**config.mk**
```make
export PLATFORM = sky130hd
export DESIGN_NAME = ebus_diag_reader
export DESIGN_NICKNAME = d
export VERILOG_FILES = /design/src/rtl/ebus_diag_reader_pkg.sv /design/src/rtl/ebus_diag_timer.sv /design/src/rtl/ebus_diag_reader.sv
export SDC_FILE = /design/constraint.sdc
export NUM_CORES = 1
export LEC_CHECK = 0
export CAP_MARGIN = 40
export CORE_ASPECT_RATIO = 0.75
export CORE_UTILIZATION = 49
export CTS_BUF_LIST = sky130_fd_sc_hd__clkbuf_8 sky130_fd_sc_hd__clkbuf_16
export CTS_CLUSTER_SIZE = 24
export DETAILED_ROUTE_END_ITERATION = 6
export PLACE_DENSITY = 0.85
export SKIP_LAST_GASP = 1
export SYNTH_ARGS = -nofsm -noshare
export SYNTH_HDL_FRONTEND = slang
export SYNTH_HIERARCHICAL = 1
export SYNTH_SLANG_ARGS = --single-unit
```
**constraint.sdc**
```tcl
create_clock -name clk -period 5.35 [get_ports clk]
set_input_delay 1.07 -clock clk [delete_from_list [all_inputs] [get_ports clk]]
set_output_delay 1.07 -clock clk [all_outputs]
set_load 0.05 [all_outputs]
```
**src/rtl/ebus_diag_reader_pkg.sv**
```systemverilog
// ============================================================================
// Module      : ebus_diag_reader_pkg
// Description : Shared select codes, diagnostic function prefix, controller
//               state encoding and select-wrap helper for the EBUS
//               diagnostic reader.
// Revision    : 1.0 - initial release
// ============================================================================
`default_nettype none

package ebus_diag_reader_pkg;

    // EBUS diagnostic source select codes
    localparam logic [2:0] SEL_AR  = 3'd0;
    localparam logic [2:0] SEL_BR  = 3'd1;
    localparam logic [2:0] SEL_MQ  = 3'd2;
    localparam logic [2:0] SEL_FM  = 3'd3;
    localparam logic [2:0] SEL_BRX = 3'd4;
    localparam logic [2:0] SEL_ARX = 3'd5;
    localparam logic [2:0] SEL_ADX = 3'd6;
    localparam logic [2:0] SEL_AD  = 3'd7;

    // Upper six bits of the diagnostic function code (octal 12)
    localparam logic [5:0] FUNC_PREFIX = 6'o12;

    // Controller states
    typedef enum logic [1:0] {
        ST_IDLE   = 2'd0,
        ST_DRIVE  = 2'd1,
        ST_SETTLE = 2'd2,
        ST_RESP   = 2'd3
    } state_t;

    // Next source in a scan; AD wraps back to AR
    function automatic logic [2:0] next_sel(input logic [2:0] s);
        case (s)
            SEL_AR:  next_sel = SEL_BR;
            SEL_BR:  next_sel = SEL_MQ;
            SEL_MQ:  next_sel = SEL_FM;
            SEL_FM:  next_sel = SEL_BRX;
            SEL_BRX: next_sel = SEL_ARX;
            SEL_ARX: next_sel = SEL_ADX;
            SEL_ADX: next_sel = SEL_AD;
            SEL_AD:  next_sel = SEL_AR;
            default: next_sel = SEL_AR;
        endcase
    endfunction

endpackage

`default_nettype wire

```
**src/rtl/ebus_diag_timer.sv**
```systemverilog
// ============================================================================
// Module      : ebus_diag_timer
// Description : Loadable down-counter shared by the settle and timeout
//               phases. last_o flags the final counted cycle (count == 1).
// Revision    : 1.0 - initial release
// ============================================================================
`default_nettype none

module ebus_diag_timer #(
    parameter int WIDTH = 8
) (
    input  logic             clk,
    input  logic             reset,
    input  logic             load_i,
    input  logic [WIDTH-1:0] load_val_i,
    input  logic             dec_i,
    output logic             last_o
);

    logic [WIDTH-1:0] count_q;
    logic [WIDTH-1:0] count_d;

    // Load takes priority over decrement; the count saturates at zero
    always_comb begin
        count_d = count_q;
        if (load_i) begin
            count_d = load_val_i;
        end else if (dec_i && (count_q != '0)) begin
            count_d = count_q - WIDTH'(1);
        end
    end

    // Counter register
    always_ff @(posedge clk) begin
        if (reset) begin
            count_q <= '0;
        end else begin
            count_q <= count_d;
        end
    end

    assign last_o = (count_q == WIDTH'(1));

endmodule

`default_nettype wire

```
**src/rtl/ebus_diag_reader.sv**
```systemverilog
// ============================================================================
// Module      : ebus_diag_reader
// Description : Reads one or all eight EBUS diagnostic sources. Issues the
//               octal-12X diagnostic read strobe, waits for the EDP to drive
//               EBUS (with timeout), lets the bus settle, captures the word
//               and returns it through a valid/ready response channel.
//               Optional feature macro: EBUS_DIAG_PARITY_EN adds an
//               odd-parity output registered with the captured word.
// Revision    : 1.0 - initial release
// ============================================================================
`default_nettype none

module ebus_diag_reader
    import ebus_diag_reader_pkg::*;
#(
    parameter int SETTLE_CYCLES  = 2,
    parameter int TIMEOUT_CYCLES = 15
) (
    input  logic        clk,
    input  logic        reset,
    input  logic        reqValid,
    output logic        reqReady,
    input  logic [0:2]  reqSel,
    input  logic        reqScan,
    output logic [0:8]  diagFunc,
    output logic        diagReadFunc12X,
    input  logic        EDPdrivingEBUS,
    input  logic [0:35] EBUS,
    output logic        rspValid,
    input  logic        rspReady,
    output logic [0:35] rspData,
    output logic [0:2]  rspSel,
    output logic        rspTimeout,
    output logic        rspLast
`ifdef EBUS_DIAG_PARITY_EN
    ,
    output logic        rspParity
`endif
);

    localparam int         TMR_W      = 8;
    localparam logic [7:0] SETTLE_VAL = TMR_W'(SETTLE_CYCLES);
    localparam logic [7:0] TMO_VAL    = TMR_W'(TIMEOUT_CYCLES);

    state_t      state_q, state_d;
    logic [0:2]  sel_q, sel_d;
    logic        scan_q, scan_d;
    logic [2:0]  wcnt_q, wcnt_d;
    logic [0:35] data_q, data_d;
    logic        tmo_q, tmo_d;
`ifdef EBUS_DIAG_PARITY_EN
    logic        par_q, par_d;
`endif

    logic        tmr_load;
    logic [7:0]  tmr_val;
    logic        tmr_dec;
    logic        tmr_last;
    logic        last_word;

    // Word is final for a single read, the eighth word of a scan, or an abort
    assign last_word = !scan_q || (wcnt_q == 3'd7) || tmo_q;

    ebus_diag_timer #(
        .WIDTH (TMR_W)
    ) u_timer (
        .clk        (clk),
        .reset      (reset),
        .load_i     (tmr_load),
        .load_val_i (tmr_val),
        .dec_i      (tmr_dec),
        .last_o     (tmr_last)
    );

    // State register
    always_ff @(posedge clk) begin
        if (reset) begin
            state_q <= ST_IDLE;
        end else begin
            state_q <= state_d;
        end
    end

    // Next-state, timer control and response datapath next values
    always_comb begin
        state_d  = state_q;
        sel_d    = sel_q;
        scan_d   = scan_q;
        wcnt_d   = wcnt_q;
        data_d   = data_q;
        tmo_d    = tmo_q;
`ifdef EBUS_DIAG_PARITY_EN
        par_d    = par_q;
`endif
        tmr_load = 1'b0;
        tmr_val  = TMO_VAL;
        tmr_dec  = 1'b0;
        case (state_q)
            ST_IDLE: begin
                if (reqValid) begin
                    sel_d    = reqSel;
                    scan_d   = reqScan;
                    wcnt_d   = 3'd0;
                    tmr_load = 1'b1;
                    tmr_val  = TMO_VAL;
                    state_d  = ST_DRIVE;
                end
            end
            ST_DRIVE: begin
                if (EDPdrivingEBUS) begin
                    tmr_load = 1'b1;
                    tmr_val  = SETTLE_VAL;
                    state_d  = ST_SETTLE;
                end else if (tmr_last) begin
                    data_d   = '0;
                    tmo_d    = 1'b1;
`ifdef EBUS_DIAG_PARITY_EN
                    par_d    = 1'b1;
`endif
                    state_d  = ST_RESP;
                end else begin
                    tmr_dec  = 1'b1;
                end
            end
            ST_SETTLE: begin
                // A dropped drive restarts the whole wait from scratch
                if (!EDPdrivingEBUS) begin
                    tmr_load = 1'b1;
                    tmr_val  = TMO_VAL;
                    state_d  = ST_DRIVE;
                end else if (tmr_last) begin
                    data_d   = EBUS;
                    tmo_d    = 1'b0;
`ifdef EBUS_DIAG_PARITY_EN
                    par_d    = ~^EBUS;
`endif
                    state_d  = ST_RESP;
                end else begin
                    tmr_dec  = 1'b1;
                end
            end
            ST_RESP: begin
                if (rspReady) begin
                    if (last_word) begin
                        state_d  = ST_IDLE;
                    end else begin
                        sel_d    = next_sel(sel_q);
                        wcnt_d   = wcnt_q + 3'd1;
                        tmr_load = 1'b1;
                        tmr_val  = TMO_VAL;
                        state_d  = ST_DRIVE;
                    end
                end
            end
            default: state_d = ST_IDLE;
        endcase
    end

    // Request/response datapath registers
    always_ff @(posedge clk) begin
        if (reset) begin
            sel_q  <= '0;
            scan_q <= 1'b0;
            wcnt_q <= '0;
            data_q <= '0;
            tmo_q  <= 1'b0;
`ifdef EBUS_DIAG_PARITY_EN
            par_q  <= 1'b0;
`endif
        end else begin
            sel_q  <= sel_d;
            scan_q <= scan_d;
            wcnt_q <= wcnt_d;
            data_q <= data_d;
            tmo_q  <= tmo_d;
`ifdef EBUS_DIAG_PARITY_EN
            par_q  <= par_d;
`endif
        end
    end

    // Outputs decoded from state and the response registers
    always_comb begin
        reqReady        = (state_q == ST_IDLE);
        diagReadFunc12X = (state_q == ST_DRIVE) || (state_q == ST_SETTLE);
        diagFunc        = diagReadFunc12X ? {FUNC_PREFIX, sel_q} : 9'd0;
        rspValid        = (state_q == ST_RESP);
        rspLast         = (state_q == ST_RESP) && last_word;
        rspData         = data_q;
        rspSel          = sel_q;
        rspTimeout      = tmo_q;
    end

`ifdef EBUS_DIAG_PARITY_EN
    assign rspParity = par_q;
`endif

endmodule

`default_nettype wire

```
---- Yosys cells after proc, flatten, opt, wreduce, memory -nomap -nowiden ----
Memory sizes are Yosys's and may differ from the RTL's. A register that Yosys moved wholly into a read port is not among the register bits.
Index checks and enable logic that the tools add are counted.
word-level totals
  bits in registers ....................... 54
  ROM bits ................................ 24
  input port bits ......................... 45
  output and inout port bits .............. 53
  word-level logic and storage cells ...... 80
  memories ................................ 1
memory list
  memory            words  bits a word  read ports  clocked after Yosys merged registers in  write ports  RTL line                    RTL
  (name not given)  8      3            1           1                                        0            ebus_diag_reader_pkg.sv:35  case (s)
cells by class
  $add $sub $neg .......................... 2
  eq/ne operators ......................... 12
  mux-type cells .......................... 42
  reductions and logical operators ........ 16
operators with widths
  operator               number
  $mux W36               4
  $pmux W36 S2           1
  $mux W3                8
  $mux W8                2
  $pmux W8 S2            1
  $mux W1                13
  $ne A2 B2 Y1 const B   6
  $pmux W3 S2            2
  $mux W2                5
  $eq A8 B1 Y1 const B   1
  $pmux W2 S4            1
  $reduce_bool A8 Y1     1
  $sub A8 B1 Y8 const B  1
  $mux W7                1
  $reduce_bool A2 Y1     3
  $reduce_and A5 Y1      1
  $eq A2 B2 Y1 const B   2
  $mux W4                1
  $pmux W1 S2            2
  $pmux W1 S4            1
  $reduce_and A2 Y1      2
  $reduce_and A4 Y1      1
  $add A3 B1 Y3 const B  1
  $eq A3 B3 Y1 const B   1
  other kinds (7)        10

---- Logic depth before layout (Yosys ltp) ----
  depth in word-level cells ............... 8
  mapped depth ............................ 10
  mapped depth without buffers ............ 9

---- Modules after synthesis ----
Netlist, hierarchy kept.
by module, submodules not included
  module            times used  cells each  area an instance (um2)  seq. area each (um2)
  ebus_diag_reader  1           261         2407.3                  980.9
  ebus_diag_timer   1           59          524.3                   160.2

---- Worst setup path before layout ----
Ideal clock, no wire load.
  path kind ............................... register to output
  start ................................... register state_q[0]
  end ..................................... output port rspLast
  data arrival time ....................... 1.850 ns
  required time ........................... 4.280 ns
  setup slack ............................. 2.430 ns
  cell stages (with the launch flop) ...... 5
  path buffers ............................ 1
  path through ............................ dfxtp_1 ha_1 buf_2 inv_1 nor2_1
on the way
  word-level cells in the longest chain between the ends .. 2
ends and longest elaborated chain
  what                    RTL line                 RTL
  start, declared         ebus_diag_reader.sv:45   state_t state_q, state_d;
  start signal, assigned  ebus_diag_reader.sv:80   state_q <= state_d;
  $eq A2 B2 Y1            -
  via rspValid            ebus_diag_reader.sv:29   output logic rspValid,
  $logic_and A1 B1 Y1     ebus_diag_reader.sv:188  rspLast = (state_q == ST_RESP) && last_word;
  end, declared           ebus_diag_reader.sv:34   output logic rspLast
The timed path passes the listed nets, and every way through them passes these cells.

---- Final worst setup path ----
  start ................................... register state_q[0]
  end ..................................... output port diagFunc[7] (netlist bit)
on the way
  word-level cells in the longest chain between the ends .. 3
  elaborated cells on any way between the ends .. 4
  those cells by class .................... eq/ne: 2; mux: 1; reduce/logical: 1
ends and longest elaborated chain
  what                                                 RTL line                 RTL
  $eq A2 B1 Y1 / $eq A2 B2 Y1 (equally long branches)  ebus_diag_reader.sv:185  diagReadFunc12X = (state_q == ST_DRIVE) || (state_q == ST_SETTLE);
  $logic_or A1 B1 Y1 *                                 ebus_diag_reader.sv:185
  $mux W7 *                                            ebus_diag_reader.sv:186  diagFunc = diagReadFunc12X ? {FUNC_PREFIX, sel_q} : 9'd0;
  end, declared                                        ebus_diag_reader.sv:25   output logic [0:8] diagFunc,
Every way passes the cells marked *; elsewhere a longest branch is shown, timed or not.

==> qor.csv <==
metric;value;unit
status;complete, no violations;
VDD IR max;177;uV
Max Cap Violations;0;
Hold Path Depth;2;
Final nets;467;
Core ar.;5550;um2
drt drc;0;
asr flop ratio synth;0;%
Final Hold Fails;0;
unrepaired setup endpoints after global routing;false;
max_slew headroom;48.2;%
buffers added on ports;93;
GP Congestion;0.808;
CP Max Fanout;7;
area of the multi-input gates;1580;um2
drt first pass iters;4;
worst reg-to-reg path cell count;7;
Post-Syn Area;2930;um2
Post-Route Skew;0.00396;ns
Tmin final;3.32;ns
largest net degree at the start of global routing;36;
Worst Setup End Kind;primary output;
Sink Count;57;
Static Leakage;1.36;nW
worst skew pair latency;0.34;ns
fin crit share;62.1;%
dpl ws;1.71;ns
worst setup margin;2.03;ns
register bit count reported by yosys;57;
Main synth FF type;dfxtp_1;
CP Class;reg2out;
total CTS buffers;9;
Die W;91.3;um
Die Y;69.0;um
element type at the critical path start;flop;
# rows;23;
Post-CTS Setup Bufs;0;
worst r2r src;state_q[0];
commonest non-fill, non-tap cell in the layout;clkdlybuf4s50_1;
dpl hpwl;5330;um
vias;2601;
Achievable Freq;301;MHz
CTS H-Tree Depth;3;
starting DRC count in detailed routing;102;
final wirelength;7520;um
first-pass GRT wire length;11900;um
Min-Delay Path Class;reg2reg;
Fill cells;426;
Overflow after GRT;0;
number of synthesized flops with an enable pin;0;
DRT antenna net count;0;
Root Driver;clkbuf_8;
most frequent cells in the layout;clkdlybuf4s50_1 (92), dfxtp_1 (57), nand2_1 (50);
initial antenna violation count;0;
FF+latch area;1140;um2
vias in the first global route;2400;
setup TNS;0;ns
layout cells sized above 1;17.4;%
clk slew on worst S/H paths;0.06;ns
# IOs;98;
total chip power;1.04;mW
worst min-delay path startpoint;rspData[22];
CTS tree;done;
Slew Limit Fails;0;
final core utilization;72.6;%
drt wl/cell;15.4;um
Power Density;257;nW/um2
hold buffers post-CTS;0;
CTS resizes;0;
Syn Inst Count;320;
cell total after placement;473;
final non-filler cell total;488;
Via density;5.33;
GRT Total Usage;24.8;%
critical path arrival;2.25;ns
R2R Setup Slk;2.68;ns
Critical Path RT;4.28;ns
worst slew pin tran;0.770;ns
effective utilization at floorplan;52.8;%
final setup violation count;0;
clock buffer depth;2;
Synth cell types;54;
syn avg cell area;9.16;um2
die area;6300;um2
n_diodes;0;
Yosys Warn Count;6;
register area share after synthesis;38.9;%
P&R area growth vs syn;37.5;%
Crit. Startpoint;state_q[0];
[sequential cells by signal (all words and copies together) (netlist names), named ones only]
register	count
rspData	36
rspSel	3
rspTimeout	1
scan_q	1
state_q	2
u_timer/count_q	8
wcnt_q	3
[where the power goes]
part	internal (mW)	switching (mW)	total [mW]
Combinational	0.0954	0.139	0.235
Sequential	0.445	0.0192	0.464
Clock	0.173	0.166	0.338
Total	0.713	0.324	1.04
[Yosys cell counts, types with 6 or more instances]
| cell type | n | share of area (%) |
|---|---|---|
| dfxtp_1 | 57 | 39 |
| nand2_1 | 50 | 6.4 |
| a21oi_1 | 25 | 4.3 |
| a21oi_2 | 20 | 6.0 |
| nand3_2 | 20 | 6.8 |
| nand3_1 | 18 | 3.1 |
| ha_1 | 13 | 5.5 |
| inv_1 | 12 | 1.5 |
| a211oi_1 | 11 | 2.8 |
| nor2_1 | 11 | 1.4 |
| buf_4 | 9 | 2.3 |
| clkbuf_1 | 7 | 0.90 |
| buf_2 | 6 | 1.0 |
[layer usage]
metal  GRT usage, %  part of all wire (%)  up-vias
li1               -                     -     1272
met1           30.9                    45     1221
met2           40.1                    46       94
met3           8.99                   7.3       14
met4           8.93                   1.9        0
met5              0                     0        -
[per-stage QoR]
stage               hold slack, ns  area [um2]
floorplan                    0.440        2960
global placement             0.438        3800
detailed placement           0.444        3870
CTS                          0.452        4030
global route                 0.471        4030
finish                       0.450        4030
[kinds of logic after synthesis]
| logic type | synth area share (%) |
|---|---|
| AND/OR/NAND/NOR | 24.5 |
| AO/OA/AOI/OAI | 19.2 |
| flip-flops | 38.9 |
| buffers and inverters | 8.15 |
| adder cells (fa/ha/maj) | 5.55 |
| multiplexers | 2.26 |
| XOR/XNOR | 1.19 |
| other | 0.256 |
[cell type report]
type | instances | share of cell area [%]
clock buffers | 10 | 3.41
clock inverters | 5 | 0.621
inverters | 12 | 1.12
multi-input cells | 231 | 39.2
flip-flops and latches | 57 | 28.3
well taps | 75 | 2.33
repair buffers | 98 | 25.0
[final timing paths]
| kind | endpoint |
|---|---|
| max | diagFunc[7] |
| min | rspData[22] |
| min reg2reg | rspData[22] |
| max reg2reg | u_timer/count_q[5] |
[critical path, cell delays in order, from the launching register on]
cell and delay [ns]:
dfxtp_1 0.41, inv_1 0.12, ha_1 0.42, and2_1 0.16
clkdlybuf4s50_1 0.80
No activity file was read; power rests on OpenSTA's default activity.
